**src/rtl/fifo_rd_packer.sv**
```systemverilog
// Read-side FIFO consumer: packs successive bytes into 32-bit words and
// offers them downstream, with a flush that emits a partial word.
module fifo_rd_packer #(
    parameter int BYTES_PER_WORD = 4,
    parameter int CNT_W          = 16
) (
    input  logic                        r_clk,
    input  logic                        rst,
    input  logic                        r_empty,
    output logic                        r_en,
    input  logic [7:0]                  r_data,
    input  logic                        flush,
    output logic [8*BYTES_PER_WORD-1:0] out_data,
    output logic [2:0]                  out_bytes,
    output logic                        out_valid,
    input  logic                        out_ready,
    output logic [CNT_W-1:0]            byte_total,
    output logic                        o_dbg_state
);

    localparam int W = 8 * BYTES_PER_WORD;

    // Downstream handshake: a word transfers on any rising edge where
    // out_valid=1 and out_ready=1; out_data/out_bytes are frozen while
    // out_valid=1 and out_ready=0, and out_ready is ignored when out_valid=0.
    typedef enum logic {
        S_FILL = 1'b0,
        S_OUT  = 1'b1
    } state_t;

    state_t           r_state;
    state_t           w_state_nxt;
    logic [2:0]       r_fill;
    logic [2:0]       w_fill_nxt;
    logic             r_rd_pend;
    logic             r_flush_pend;
    logic             w_flush_pend_nxt;
    logic [W-1:0]     r_word;
    logic [W-1:0]     w_word_nxt;
    logic [W-1:0]     r_out_data;
    logic [W-1:0]     w_out_data_nxt;
    logic [2:0]       r_out_bytes;
    logic [2:0]       w_out_bytes_nxt;
    logic             r_out_valid;
    logic             w_out_valid_nxt;
    logic [CNT_W-1:0] r_byte_total;
    logic [CNT_W-1:0] w_byte_total_nxt;
    logic [2:0]       w_fill_sum;
    logic             w_rd_en;
    logic             w_hs;

    // Counting the in-flight byte keeps at most four bytes committed per word.
    assign w_fill_sum = r_fill + {2'b00, r_rd_pend};
    assign w_rd_en    = (r_state == S_FILL) && !r_empty && !r_flush_pend
                        && (w_fill_sum < 3'(BYTES_PER_WORD));
    assign w_hs       = r_out_valid && out_ready;

    always_comb begin
        w_state_nxt      = r_state;
        w_fill_nxt       = r_fill;
        w_word_nxt       = r_word;
        w_flush_pend_nxt = r_flush_pend | flush;
        w_out_data_nxt   = r_out_data;
        w_out_bytes_nxt  = r_out_bytes;
        w_out_valid_nxt  = r_out_valid;
        w_byte_total_nxt = r_byte_total;
        case (r_state)
            S_FILL: begin
                if (r_rd_pend) begin
                    w_word_nxt[{r_fill[1:0], 3'b000} +: 8] = r_data;
                    w_fill_nxt = r_fill + 3'd1;
                    if (r_fill == 3'(BYTES_PER_WORD - 1)) begin
                        w_state_nxt     = S_OUT;
                        w_out_data_nxt  = w_word_nxt;
                        w_out_bytes_nxt = 3'(BYTES_PER_WORD);
                        w_out_valid_nxt = 1'b1;
                    end
                end else if (r_flush_pend) begin
                    // A pulse landing on the service edge stays pending.
                    w_flush_pend_nxt = flush;
                    if (r_fill != 3'd0) begin
                        w_state_nxt     = S_OUT;
                        w_out_data_nxt  = r_word;
                        w_out_bytes_nxt = r_fill;
                        w_out_valid_nxt = 1'b1;
                    end
                end
            end
            S_OUT: begin
                if (w_hs) begin
                    w_out_valid_nxt  = 1'b0;
                    w_byte_total_nxt = r_byte_total + CNT_W'(r_out_bytes);
                    w_fill_nxt       = 3'd0;
                    w_word_nxt       = '0;
                    w_state_nxt      = S_FILL;
                end
            end
            default: w_state_nxt = S_FILL;
        endcase
    end

    always_ff @(posedge r_clk) begin
        if (rst) begin
            r_state      <= S_FILL;
            r_fill       <= 3'd0;
            r_rd_pend    <= 1'b0;
            r_flush_pend <= 1'b0;
            r_word       <= '0;
            r_out_data   <= '0;
            r_out_bytes  <= 3'd0;
            r_out_valid  <= 1'b0;
            r_byte_total <= '0;
        end else begin
            r_state      <= w_state_nxt;
            r_fill       <= w_fill_nxt;
            r_rd_pend    <= w_rd_en;
            r_flush_pend <= w_flush_pend_nxt;
            r_word       <= w_word_nxt;
            r_out_data   <= w_out_data_nxt;
            r_out_bytes  <= w_out_bytes_nxt;
            r_out_valid  <= w_out_valid_nxt;
            r_byte_total <= w_byte_total_nxt;
        end
    end

    assign r_en        = w_rd_en;
    assign out_data    = r_out_data;
    assign out_bytes   = r_out_bytes;
    assign out_valid   = r_out_valid;
    assign byte_total  = r_byte_total;
    assign o_dbg_state = r_state;

endmodule

```
**config.mk**
```make
export PLATFORM = sky130hd
export DESIGN_NAME = fifo_rd_packer
export DESIGN_NICKNAME = d
export VERILOG_FILES = /design/src/rtl/fifo_rd_packer.sv
export SDC_FILE = /design/constraint.sdc
export NUM_CORES = 1
export LEC_CHECK = 0
export ABC_CLOCK_PERIOD_IN_PS = 1900
export BUFFER_PORTS_ARGS = -buffer_cell sky130_fd_sc_hd__buf_2
export CORE_ASPECT_RATIO = 0.7
export CORE_MARGIN = 2
export CORE_UTILIZATION = 50
export CTS_CLUSTER_SIZE = 12
export DETAILED_ROUTE_END_ITERATION = 16
export PLACE_DENSITY_LB_ADDON = 0.1
export RECOVER_POWER = 25
export SLEW_MARGIN = 5
export SYNTH_ARGS = -nofsm -noshare
export SYNTH_HDL_FRONTEND = slang
export SYNTH_SLANG_ARGS = --single-unit
```
**constraint.sdc**
```tcl
create_clock -name r_clk -period 1.9 [get_ports r_clk]
set_input_delay 0.475 -clock r_clk [delete_from_list [all_inputs] [get_ports r_clk]]
set_output_delay 0.475 -clock r_clk [all_outputs]
set_load 0.02 [all_outputs]
```
==> impl_metrics.tcl <==
set metrics [dict create \
    status "finished clean" \
    drtAntennaViolNets 0 \
    die_area_um2 8590 \
    critPathSlowestCell "dfxtp_2" \
    overflow 0 \
    vias_per_cell 5.88 \
    antennaDiodeCount 0 \
    total_leakage_power_nw 1.67 \
    slew_viol_final 0 \
    cts_tree "yes" \
    start_kind "flop" \
    io_pins 67 \
    first_global_vias 3327 \
    grtUsageTotal_pct 25.2 \
    async_flop_share_pct 0 \
    cp-end-kind "primary output" \
    max_freq_mhz 542 \
    numCtsBuffers 9 \
    yosysSeqAreaShare_pct 45.9 \
    synth-warning-count 0 \
    postPlaceCellArea_um2 4470 \
    ys_top_cells_by_area "dfxtp_1, a22oi_1, a21oi_1, a211oi_1, nor2_1" \
    synth_most_common_cell "dfxtp_1" \
    vias 3605 \
    synthTopCellsByCount "dfxtp_1, a21oi_1, a22oi_1, nor2_1, nand2_1" \
    io_buffers 66 \
    area_delta_synth_final_pct 21.8 \
    die-height_um 78.2 \
    synth-simple-area-share_pct 17.2 \
    hp-class "in -> reg" \
    seqPwrFrac_pct 53.4 \
    dp_hpwl_um 6990 \
    dr.pass1.iters 5 \
    synth_fa_ha_area_share_pct 3.69 \
    cp.required_ns 1.42 \
    wirelength_um 10200 \
    finalSetupViolCount 0 \
    worst_pin_slew_ns 0.575 \
    tns_ns 0 \
    power_density_nw_per_um2 764 \
    core-area_um2 7740 \
    whs_ns 0.347 \
    synth_seq_cells 90 \
    synth_compound_area_share_pct 26.4 \
    postSynthAreaPerCell_um2 8.95 \
    pre_cts_slack_ns -0.0870 \
    p_int_mw 2.76 \
    critPathKind "reg -> out" \
    initial_core_util_pct 50.8 \
    crit_path_frequent_cell "buf_4" \
    synth.distinct_cells 47 \
    vdd_ir_drop_max_v 0.000574 \
    hold_viol_final 0 \
    syn-num-nets 463 \
    gp_congestion 0.838 \
    yosysTopAreaCell "dfxtp_1" \
    synth_top_family_by_area "compound AO/OA/AOI/OAI gates" \
    antenna_found_initial 0 \
    drcViolationCount 0 \
    synthCells 439 \
    cts_buffer_depth 2 \
    cts_sinks 90 \
    grt_first_pass_wirelength_um 16800 \
    critical-path-top-delay-family "flip-flops" \
    sw_frac_of_total_pct 24.5 \
    nets 532 \
    relSlewSlack_pct 61.6 \
    drt_iter0_drc 244 \
    drive_gt1_share_pct 21.5 \
    pwr-share-clk_pct 36.8 \
    synth-edff-count 0 \
    wire_per_inst_um 16.7 \
    synth_top_area_share_pct 45.9 \
    ctsHtreeMaxLevel 3 \
    worst_clock_skew_ns 0.0110 \
    synth_xor_area_share_pct 1.78 \
    fin_crit_ns 1.85 \
    combPwrFrac_pct 9.8 \
    synthMuxAreaShare_pct 0.287 \
    cts-root-buf "clkbuf_8" \
    grt_max_degree 59 \
    crit_buf_inv 2 \
    ys.flop_type "dfxtp_1" \
    fillers 692 \
    syn_area_um2 3930 \
    cp_slowest_stage_delay_ns 0.37 \
    rsz0062_at_grt "true" \
    clk_latency_ns 0.36 \
    path_clk_slew_ns 0.08 \
    final_area_um2 4790 \
    power.total_mw 3.66 \
    crit_fanout 9 \
    path_cells "buf_4 > nor4_4 > buf_4" \
    max_cap_violations 0 \
    die_w_um 110 \
    switchingPower_mw 0.895 \
    rows 27 \
    setup_ws_ns 0.0541 \
    worstPathArrival_ns 1.37 \
    post-route-period-util_pct 97.2 \
]
==> layout make-up <==
class / instances / area (um2) / share of cell area, %
clock buffers: 13 / 169 / 3.53
clock inverters: 2 / 35.0 / 0.732
inverters: 6 / 22.5 / 0.470
multi-input cells: 305 / 2060 / 43.0
flip-flops and latches: 90 / 1810 / 37.8
well taps: 101 / 126 / 2.64
repair buffers: 96 / 566 / 11.8
==> state kept, by name, summed over array words and instances (netlist names) <==
register and flops:
r_fill 3, r_flush_pend 1, out_valid 1, r_rd_pend 1, out_data 32, byte_total 16, r_word 32, o_dbg_state 1
out_bytes 3
==> what timing repair did <==
item	in CTS	in global routing
pin swaps	4	3
buffers inserted	1	1
gates resized for setup	12	17
endpoints found under the setup margin	9	58
hold buffers	0	0
==> cells by family (layout without fill, tap and decap cells) <==
family,after synthesis,count (layout)
muxes,1,1
buffers and inverters,44,117
adders and majority gates,11,11
DFF,90,90
xor gates and xnor gates,8,8
and+or+nand+nor,130,130
AOI/OAI and AO/OA,155,155
==> tightest hold or removal path, delay by kind of cell <==
family | cells | cell delay, ns
buffers and inverters | 2 | 0.13
AOI/OAI and AO/OA | 1 | 0.05
==> power groups by stage <==
stage | logic [mW] | clock network (mW) | registers (mW)
after floorplan | 0.192 | 0 | 2.02
after global placement | 0.335 | 0 | 1.99
after detailed placement | 0.338 | 0 | 1.99
after CTS | 0.345 | 1.37 | 1.95
after global routing | 0.394 | 1.45 | 1.96
final | 0.360 | 1.34 | 1.95
==> routing by layer <==
metal  vias to the layer above  part of all wire [%]  track usage (%)
li1                       1773                     -                -
met1                      1717                    51             39.2
met2                       107                    42             34.2
met3                         8                   6.9             5.98
met4                         0                  0.76             6.96
met5                         -                     0                0
==> through the flow <==
step                      utilization, %  std cells
after floorplan                        -        439
after global placement              57.8        596
after detailed placement            57.8        596
after CTS                           61.1        612
after global routing                61.9        613
final                               61.9        613
==> cell usage in the layout, fill, tap and decap left out, drive strengths merged, types with 2 or more instances in the layout <==
| cell | n |
|---|---|
| nand2 | 29 |
| buf | 68 |
| nand3 | 17 |
| nor2 | 45 |
| clkbuf | 41 |
| nor4b | 2 |
| and2 | 2 |
| dfxtp | 90 |
| o21ai | 7 |
| and3 | 3 |
| inv | 5 |
| and4 | 2 |
| ha | 10 |
| nor2b | 4 |
| nor3b | 2 |
| o31ai | 3 |
| a32oi | 7 |
| a21o | 2 |
| xor2 | 3 |
| nor4 | 4 |
| a211oi | 24 |
| nand2b | 3 |
| nand4 | 3 |
| or4 | 5 |
| or3 | 3 |
| a31oi | 2 |
| clkinv | 2 |
| nor3 | 3 |
| a21oi | 53 |
| a311oi | 11 |
| xnor2 | 5 |
| a22oi | 45 |
==> final timing paths <==
path / start / end / slack (ns) / cells past startpoint
worst max-delay path: o_dbg_state / r_en / 0.05 / 3
worst min-delay path: flush / r_flush_pend / 0.35 / 3
worst max register to register: r_fill[0] / out_data[5] / 0.07 / 6
worst min register to register: r_word[11] / out_data[11] / 0.48 / 2
No activity file was read; power rests on OpenSTA's default activity.
